## src/rtl/arbiter_rr_fsm_if.sv

```systemverilog
// Request/grant bundle between requesters and the N-way arbiter.
//   req         - request vector, bit i = requester i
//   mode        - 0 fixed priority, 1 round-robin
//   grant       - registered one-hot grant
//   grant_valid - any grant bit set
//   grant_id    - index of granted requester (0 when idle)
//   timeout     - one-cycle pulse on forced release
// Modports: master = requester side, slave = arbiter side.
interface arbiter_rr_fsm_if #(
    parameter int unsigned N   = 4,
    parameter int unsigned IDW = $clog2(N)
);
    logic [N-1:0]   req;
    logic           mode;
    logic [N-1:0]   grant;
    logic           grant_valid;
    logic [IDW-1:0] grant_id;
    logic           timeout;

    modport master (
        output req,
        output mode,
        input  grant,
        input  grant_valid,
        input  grant_id,
        input  timeout
    );

    modport slave (
        input  req,
        input  mode,
        output grant,
        output grant_valid,
        output grant_id,
        output timeout
    );
endinterface

```

## src/rtl/arbiter_rr_fsm.sv

```systemverilog
// N-way request arbiter with runtime fixed-priority / round-robin selection.
// A grant is issued from IDLE, held while the winner keeps requesting, and
// always followed by at least one idle cycle before the next grant.
// Ports:
//   clock   - system clock, rising edge
//   reset_n - asynchronous active-low reset
//   arb     - arbiter_rr_fsm_if.slave (req, mode in; grant, grant_valid,
//             grant_id, timeout out; all outputs registered)
// Optional feature macro: ARB_TIMEOUT_EN
//   defined   - grant is force-released after MAX_HOLD cycles, timeout pulses
//   undefined - grant held indefinitely, timeout tied to 0
module arbiter_rr_fsm #(
    parameter int unsigned N        = 4,
    parameter int unsigned IDW      = $clog2(N),
    parameter int unsigned MAX_HOLD = 16
) (
    input  logic             clock,
    input  logic             reset_n,
    arbiter_rr_fsm_if.slave  arb
);

    // Elaboration-time parameter sanity check.
    if (N < 2 || N > 16 || MAX_HOLD < 1) begin : g_param_check
        $error("arbiter_rr_fsm: N must be 2..16 and MAX_HOLD >= 1");
    end

    typedef enum logic {
        ST_IDLE  = 1'b0,
        ST_GRANT = 1'b1
    } state_e;

    // Lowest set index of r (0 when r is empty; caller gates on |r).
    function automatic logic [IDW-1:0] pick_fixed(input logic [N-1:0] r);
        logic [IDW-1:0] w;
        w = '0;
        for (int i = int'(N) - 1; i >= 0; i--) begin
            if (r[IDW'(i)]) w = IDW'(i);
        end
        return w;
    endfunction

    // First set index at or above ptr, wrapping N-1 -> 0. Scanning offsets
    // from high to low lets the smallest offset overwrite last.
    function automatic logic [IDW-1:0] pick_rr(input logic [N-1:0]   r,
                                               input logic [IDW-1:0] ptr);
        logic [IDW-1:0] w;
        int             idx;
        w = '0;
        for (int i = int'(N) - 1; i >= 0; i--) begin
            idx = (int'(ptr) + i) % int'(N);
            if (r[IDW'(idx)]) w = IDW'(idx);
        end
        return w;
    endfunction

    state_e         state_q,       state_d;
    logic [N-1:0]   grant_q,       grant_d;
    logic           grant_valid_q, grant_valid_d;
    logic [IDW-1:0] grant_id_q,    grant_id_d;
    logic [IDW-1:0] rr_ptr_q,      rr_ptr_d;
    logic [IDW-1:0] win_c;

`ifdef ARB_TIMEOUT_EN
    localparam int unsigned HCW = (MAX_HOLD > 1) ? $clog2(MAX_HOLD) : 1;
    logic [HCW-1:0] hold_cnt_q, hold_cnt_d;
    logic           timeout_q,  timeout_d;
`endif

    // State and output registers.
    always_ff @(posedge clock or negedge reset_n) begin
        if (!reset_n) begin
            state_q       <= ST_IDLE;
            grant_q       <= '0;
            grant_valid_q <= 1'b0;
            grant_id_q    <= '0;
            rr_ptr_q      <= '0;
`ifdef ARB_TIMEOUT_EN
            hold_cnt_q    <= '0;
            timeout_q     <= 1'b0;
`endif
        end else begin
            state_q       <= state_d;
            grant_q       <= grant_d;
            grant_valid_q <= grant_valid_d;
            grant_id_q    <= grant_id_d;
            rr_ptr_q      <= rr_ptr_d;
`ifdef ARB_TIMEOUT_EN
            hold_cnt_q    <= hold_cnt_d;
            timeout_q     <= timeout_d;
`endif
        end
    end

    // Next-state and next-output logic.
    always_comb begin
        state_d       = state_q;
        grant_d       = grant_q;
        grant_valid_d = grant_valid_q;
        grant_id_d    = grant_id_q;
        rr_ptr_d      = rr_ptr_q;
        win_c         = arb.mode ? pick_rr(arb.req, rr_ptr_q) : pick_fixed(arb.req);
`ifdef ARB_TIMEOUT_EN
        hold_cnt_d    = hold_cnt_q;
        timeout_d     = 1'b0;
`endif

        case (state_q)
            ST_IDLE: begin
                if (|arb.req) begin
                    state_d       = ST_GRANT;
                    grant_d       = N'(1) << win_c;
                    grant_valid_d = 1'b1;
                    grant_id_d    = win_c;
                    // Pointer advances in both modes so a switch to
                    // round-robin continues after the last winner.
                    rr_ptr_d      = (win_c == IDW'(N - 1)) ? '0 : win_c + IDW'(1);
`ifdef ARB_TIMEOUT_EN
                    hold_cnt_d    = '0;
`endif
                end
            end
            ST_GRANT: begin
                if (!arb.req[grant_id_q]) begin
                    state_d       = ST_IDLE;
                    grant_d       = '0;
                    grant_valid_d = 1'b0;
                    grant_id_d    = '0;
                end
`ifdef ARB_TIMEOUT_EN
                else if (hold_cnt_q == HCW'(MAX_HOLD - 1)) begin
                    // Forced release; requester must re-arbitrate from IDLE.
                    state_d       = ST_IDLE;
                    grant_d       = '0;
                    grant_valid_d = 1'b0;
                    grant_id_d    = '0;
                    timeout_d     = 1'b1;
                end else begin
                    hold_cnt_d    = hold_cnt_q + HCW'(1);
                end
`endif
            end
        endcase
    end

    assign arb.grant       = grant_q;
    assign arb.grant_valid = grant_valid_q;
    assign arb.grant_id    = grant_id_q;
`ifdef ARB_TIMEOUT_EN
    assign arb.timeout     = timeout_q;
`else
    assign arb.timeout     = 1'b0;
`endif

endmodule
```

## src/flat_wrapper.sv

```systemverilog
// flat-port wrapper written by rule: the top's interface ports become plain ports
module arbiter_rr_fsm_flat 
#(
    parameter int unsigned N        = 4,
    parameter int unsigned IDW      = $clog2(N),
    parameter int unsigned MAX_HOLD = 16
)
  (clock, reset_n, arb_req, arb_mode, arb_grant, arb_grant_valid, arb_grant_id, arb_timeout);
  arbiter_rr_fsm_if #(.N(N), .IDW(IDW)) arb_i ();
  input  logic clock;
  input  logic reset_n;
  input wire logic [$bits(arb_i.req)-1:0] arb_req;
  input wire logic [$bits(arb_i.mode)-1:0] arb_mode;
  output wire logic [$bits(arb_i.grant)-1:0] arb_grant;
  output wire logic [$bits(arb_i.grant_valid)-1:0] arb_grant_valid;
  output wire logic [$bits(arb_i.grant_id)-1:0] arb_grant_id;
  output wire logic [$bits(arb_i.timeout)-1:0] arb_timeout;
  assign arb_i.req = arb_req;
  assign arb_i.mode = arb_mode;
  assign arb_grant = arb_i.grant;
  assign arb_grant_valid = arb_i.grant_valid;
  assign arb_grant_id = arb_i.grant_id;
  assign arb_timeout = arb_i.timeout;
  arbiter_rr_fsm #(.N(N), .IDW(IDW), .MAX_HOLD(MAX_HOLD)) u_core (.clock(clock), .reset_n(reset_n), .arb(arb_i));
endmodule
```

## config.mk

```make
export PLATFORM = sky130hd
export DESIGN_NAME = arbiter_rr_fsm_flat
export DESIGN_NICKNAME = d
export VERILOG_FILES = /design/src/rtl/arbiter_rr_fsm_if.sv /design/src/rtl/arbiter_rr_fsm.sv /design/src/flat_wrapper.sv
export SDC_FILE = /design/constraint.sdc
export NUM_CORES = 1
export LEC_CHECK = 0
export CAP_MARGIN = 20
export CORE_AREA = 2 2 39 41
export CTS_CLUSTER_SIZE = 14
export DETAILED_ROUTE_END_ITERATION = 6
export DIE_AREA = 0 0 41 43
export GPL_TIMING_DRIVEN = 0
export PLACE_DENSITY = 0.74
export SKIP_CTS_REPAIR_TIMING = 1
export SYNTH_ARGS = -nofsm -noshare
export SYNTH_HDL_FRONTEND = slang
export SYNTH_SLANG_ARGS = --single-unit
```

## constraint.sdc

```tcl
create_clock -name clock -period 4.18 [get_ports clock]
set_clock_uncertainty 0.1 [all_clocks]
set_input_delay 0.836 -clock clock [delete_from_list [all_inputs] [get_ports clock]]
set_output_delay 0.836 -clock clock [all_outputs]
set_load 0.1 [all_outputs]
```

Yosys cells after proc, flatten, opt, wreduce, memory -nomap -nowiden
Index checks and enable logic that the tools add are counted.
Widths: inputs -> output; s select.
{"block": "totals", "register_bits": 10, "inputBits": 7, "memories": 0, "romBits": 0, "mem_bits_rw": 0, "latch_bits": 0, "output_inout_bits": 8, "elab_cells": 56}
{"block": "op_classes", "mul": 0, "n_eq_ne": 3, "n_shift": 1, "magnitude_cmp": 5, "addsub": 4, "bitwise": 1, "n_reduce_logical": 3, "div": 0, "muxes": 34}
{"operator": "$mux 2", "n": 10}
{"operator": "$lt 2x4->1 const B", "n": 4}
{"operator": "$mux 1", "n": 13}
{"operator": "$bmux 1 s2", "n": 5}
{"operator": "$mux 4", "n": 2}
{"operator": "$pmux 4 s2", "n": 1}
{"operator": "$add 2x1->2 const B", "n": 2}
{"operator": "$add 2x2->2 const B", "n": 2}
{"operator": "$pmux 1 s2", "n": 2}
{"operator": "$pmux 2 s2", "n": 1}
{"operator": "$reduce_and 2->1", "n": 2}
{"operator": "$reduce_or 4->1", "n": 1}
{"operator": "$shl 1x2->4 const A", "n": 1}
{"operator": "$lt 2x3->1 const B", "n": 1}
{"operator": "$eq 2x2->1 const B", "n": 1}
{"operator": "$ne 2x1->1 const B", "n": 1}
{"operator": "$ne 2x2->1 const B", "n": 1}
{"operator": "$not 1->1", "n": 1}

Longest topological paths before layout
{"block": "logic_depth", "word_depth": 12, "depth_mapped": 6, "depth_no_buf": 6}

Worst setup path before layout
OpenSTA, ideal clock, no wires.
{"block": "synth_timing", "path_type": "register to register", "startpoint": "register u_core.grant_id_q[0], in the netlist u_core.arb.grant_id[0]", "endpoint": "register u_core.grant_id_q[1], in the netlist u_core.arb.grant_id[1]", "setup_slack_ps": 2044, "n_path_buf": 0, "required_ps": 3957, "setup_ps": 123, "period_less_slack_ps": 2136, "arrival_ps": 1913, "path_stages_with_launch": 5, "cell_sequence": "dfrtp_1 -> mux4_2 -> nand2_1 -> o21ai_2 -> a22o_1"}
{"block": "synth_between", "elab_chain_len": 4}
{"item": "start, declared", "line": "arbiter_rr_fsm.sv:59", "text": "logic [IDW-1:0] grant_id_q, grant_id_d;"}
{"item": "start signal, assigned", "line": "arbiter_rr_fsm.sv:85", "text": "grant_id_q <= grant_id_d;"}
{"item": "$bmux 1 s2", "line": "arbiter_rr_fsm.sv:123", "text": "if (!arb.req[grant_id_q]) begin"}
{"item": "$mux 1 (implied by the code)", "line": "arbiter_rr_fsm.sv:123"}
{"item": "$ne 2x2->1 (no source line)"}
{"item": "$reduce_and 2->1 (no source line)"}
Every way passes these cells. The select of a mux whose other input is x is not followed.
A chain may end at the register's enable or synchronous reset.

Final worst setup path
{"block": "layout_timing", "startpoint": "register u_core.grant_id_q[1], in the netlist u_core.arb.grant_id[1]", "endpoint": "output arb_grant_id[1]"}
{"item": "end, declared", "line": "flat_wrapper.sv:16", "text": "output wire logic [$bits(arb_i.grant_id)-1:0] arb_grant_id;"}
No word-level cell between the ends.

==> flow_metrics.tcl <==
set metrics [dict create \
    path_cells "clkdlybuf4s50_1" \
    fin_area_um2 787 \
    root_buffer "clkbuf_4" \
    die_y_um 43 \
    drt_iter0_drc 5 \
    syn_area_um2 601 \
    gp_congestion 0.736 \
    clk_latency_ps 260 \
    grt_max_degree 11 \
    cpPeakStageDelay_ps 1150 \
    synth_edf_count 0 \
    ff2ff_setup_slack_ps 2340 \
    setup_tns_ps 0 \
    cp_top_family "buffers and inverters" \
    totalWireLength_mm 1.21 \
    drc_errors 0 \
    syn_avg_cell_area_um2 10.5 \
    grt_pass1_vias 434 \
    postSynthRegisterBits 10 \
    first_pass_iters 3 \
    clockBufferDepth 2 \
    cts_htree_levels 1 \
    timing.rr.end "u_core.arb.grant[1]" \
    vias_per_cell 5.57 \
    post_synth_num_cell_types 26 \
    max_cap_viol_count 0 \
    crit_fanout 4 \
    antenna_found_initial 0 \
    rsz0062_at_grt "false" \
    nets 86 \
    final_layout_size_suffix_gt1_share_pct 16.2 \
    cp.arrival_ps 1820 \
    cts_tree "done" \
    crit_buf_inv 1 \
    ios 15 \
    fin_crit_sh_pct 66.0 \
    yosys.area.top_type "dfrtp_1" \
    async_flop_share_pct 100 \
    slew_headroom_pct 35.5 \
    row_count 14 \
    slew_viol_final 0 \
    num_vias 501 \
    worst_hold_slack_ps 406 \
    seq_area_frac_synth_pct 41.7 \
    synth_top_area_share_pct 41.7 \
    die_area_um2 1760 \
    placed_cell_area_um2 751 \
    dp_hpwl_um 891 \
    finalNonFillerCells 90 \
    syn-num-nets 68 \
    start_util_pct 43.4 \
    yosys_warnings 0 \
    critPathCaptureType "output port" \
    status "completed" \
    dp_cells 86 \
    critical_path_depth 1 \
    period_minus_slack_ps 2760 \
    crit_end "arb_grant_id[1]" \
    synth_common_cells "dfrtp_1, a22o_1, inv_1, nand2_1" \
    cts-buffers-inserted 3 \
    overflow 0 \
    final_hold_viol_count 0 \
    crit_start "u_core.arb.grant_id[1]" \
    r2r-start "u_core.rr_ptr_q[1]" \
    fmax_mhz 363 \
    path_clk_slew_ps 70 \
    track_usage_pct 15.7 \
    wl_per_cell_um 13.5 \
    min_path_type "reg2reg" \
    finalSetupViolCount 0 \
    worst_r2r_path_depth 6 \
    area_growth_pct 31.0 \
    start_kind "register" \
    yosysMostFrequentCell "dfrtp_1" \
    synthTopCellsByArea "dfrtp_1, ha_1, a22o_1" \
    antenna_left 0 \
    grt_pass1_wl_mm 1.82 \
    core_um2 1380 \
    diodes 0 \
    crit_type "reg2out" \
    cts.sinks 10 \
    synth_top_flop_cell "dfrtp_1" \
    worst_path_max_delay_cell "clkdlybuf4s50_1" \
    die_x_um 41 \
    io_buffer_count 13 \
    tightest_slew_ps 964 \
    worst_ep_required_time_ps 3240 \
    syn_inst 57 \
]
-- sequential cells by signal (all words and copies together), names as in the netlist --
| register | cells |
|---|---|
| u_core.arb.grant_id | 2 |
| u_core.state_q | 1 |
| u_core.rr_ptr_q | 2 |
| u_core.arb.grant | 4 |
| u_core.arb.grant_valid | 1 |
-- how the worst min path moves through the flow --
stage	start	to	slack [ps]	cells after the start
after floorplan	u_core.rr_ptr_q[1]	u_core.rr_ptr_q[1]	430	2
after global placement	u_core.arb.grant[0]	u_core.arb.grant[0]	390	1
after detailed placement	u_core.arb.grant[2]	u_core.arb.grant[2]	390	1
after CTS	u_core.arb.grant[2]	u_core.arb.grant[2]	410	1
after global routing	u_core.arb.grant[3]	u_core.arb.grant[3]	420	1
final	u_core.arb.grant[2]	u_core.arb.grant[2]	410	1
-- area by class of cell --
cell class / instances / area (um^2)
repair buffers: 13 / 130
clock buffers: 4 / 36.3
plain buffers: 1 / 7.51
fillers: 135 / 597
inverters: 5 / 18.8
multi-input cells: 41 / 324
well taps: 16 / 20.0
flip-flops and latches: 10 / 250
-- routing by layer --
metal	track usage, %	routed length [um]
met1	20.8	558
met2	22.5	557
met3	4.71	80
met4	8.00	15
met5	0	0
-- layout by cell type, fill, tap and decap left out, types with 3 or more instances in the layout --
cell type         n
nand2b_1          3
nand2_1           5
a21oi_1           4
dfrtp_1          10
ha_1              4
a22o_1            5
clkdlybuf4s50_1  13
clkbuf_4          3
o21ai_0           3
inv_1             5
-- per-stage QoR --
stage                     util [%]  setup WS [ps]
after floorplan                  -           2040
after global placement        54.2           1470
after global routing          56.9           1360
final                         56.9           1420
after CTS                     56.9           1410
after detailed placement      54.2           1420
-- cell families (layout without fill, tap and decap cells) --
| kind of cell | count (synthesis) | count (layout) | share of synthesized area, % |
|---|---|---|---|
| buffers and inverters | 6 | 23 | 4.38 |
| AO/OA/AOI/OAI | 19 | 19 | 22.5 |
| AND/OR/NAND/NOR | 14 | 14 | 14.4 |
| other | 1 | 1 | 0.624 |
| multiplexers | 3 | 3 | 8.12 |
| adder cells (fa/ha/maj) | 4 | 4 | 8.33 |
| flip-flops | 10 | 10 | 41.7 |
Power is left out: the tool's default activity adds up to more than one toggle a clock period on the data nets, which glitch-free logic cannot reach.
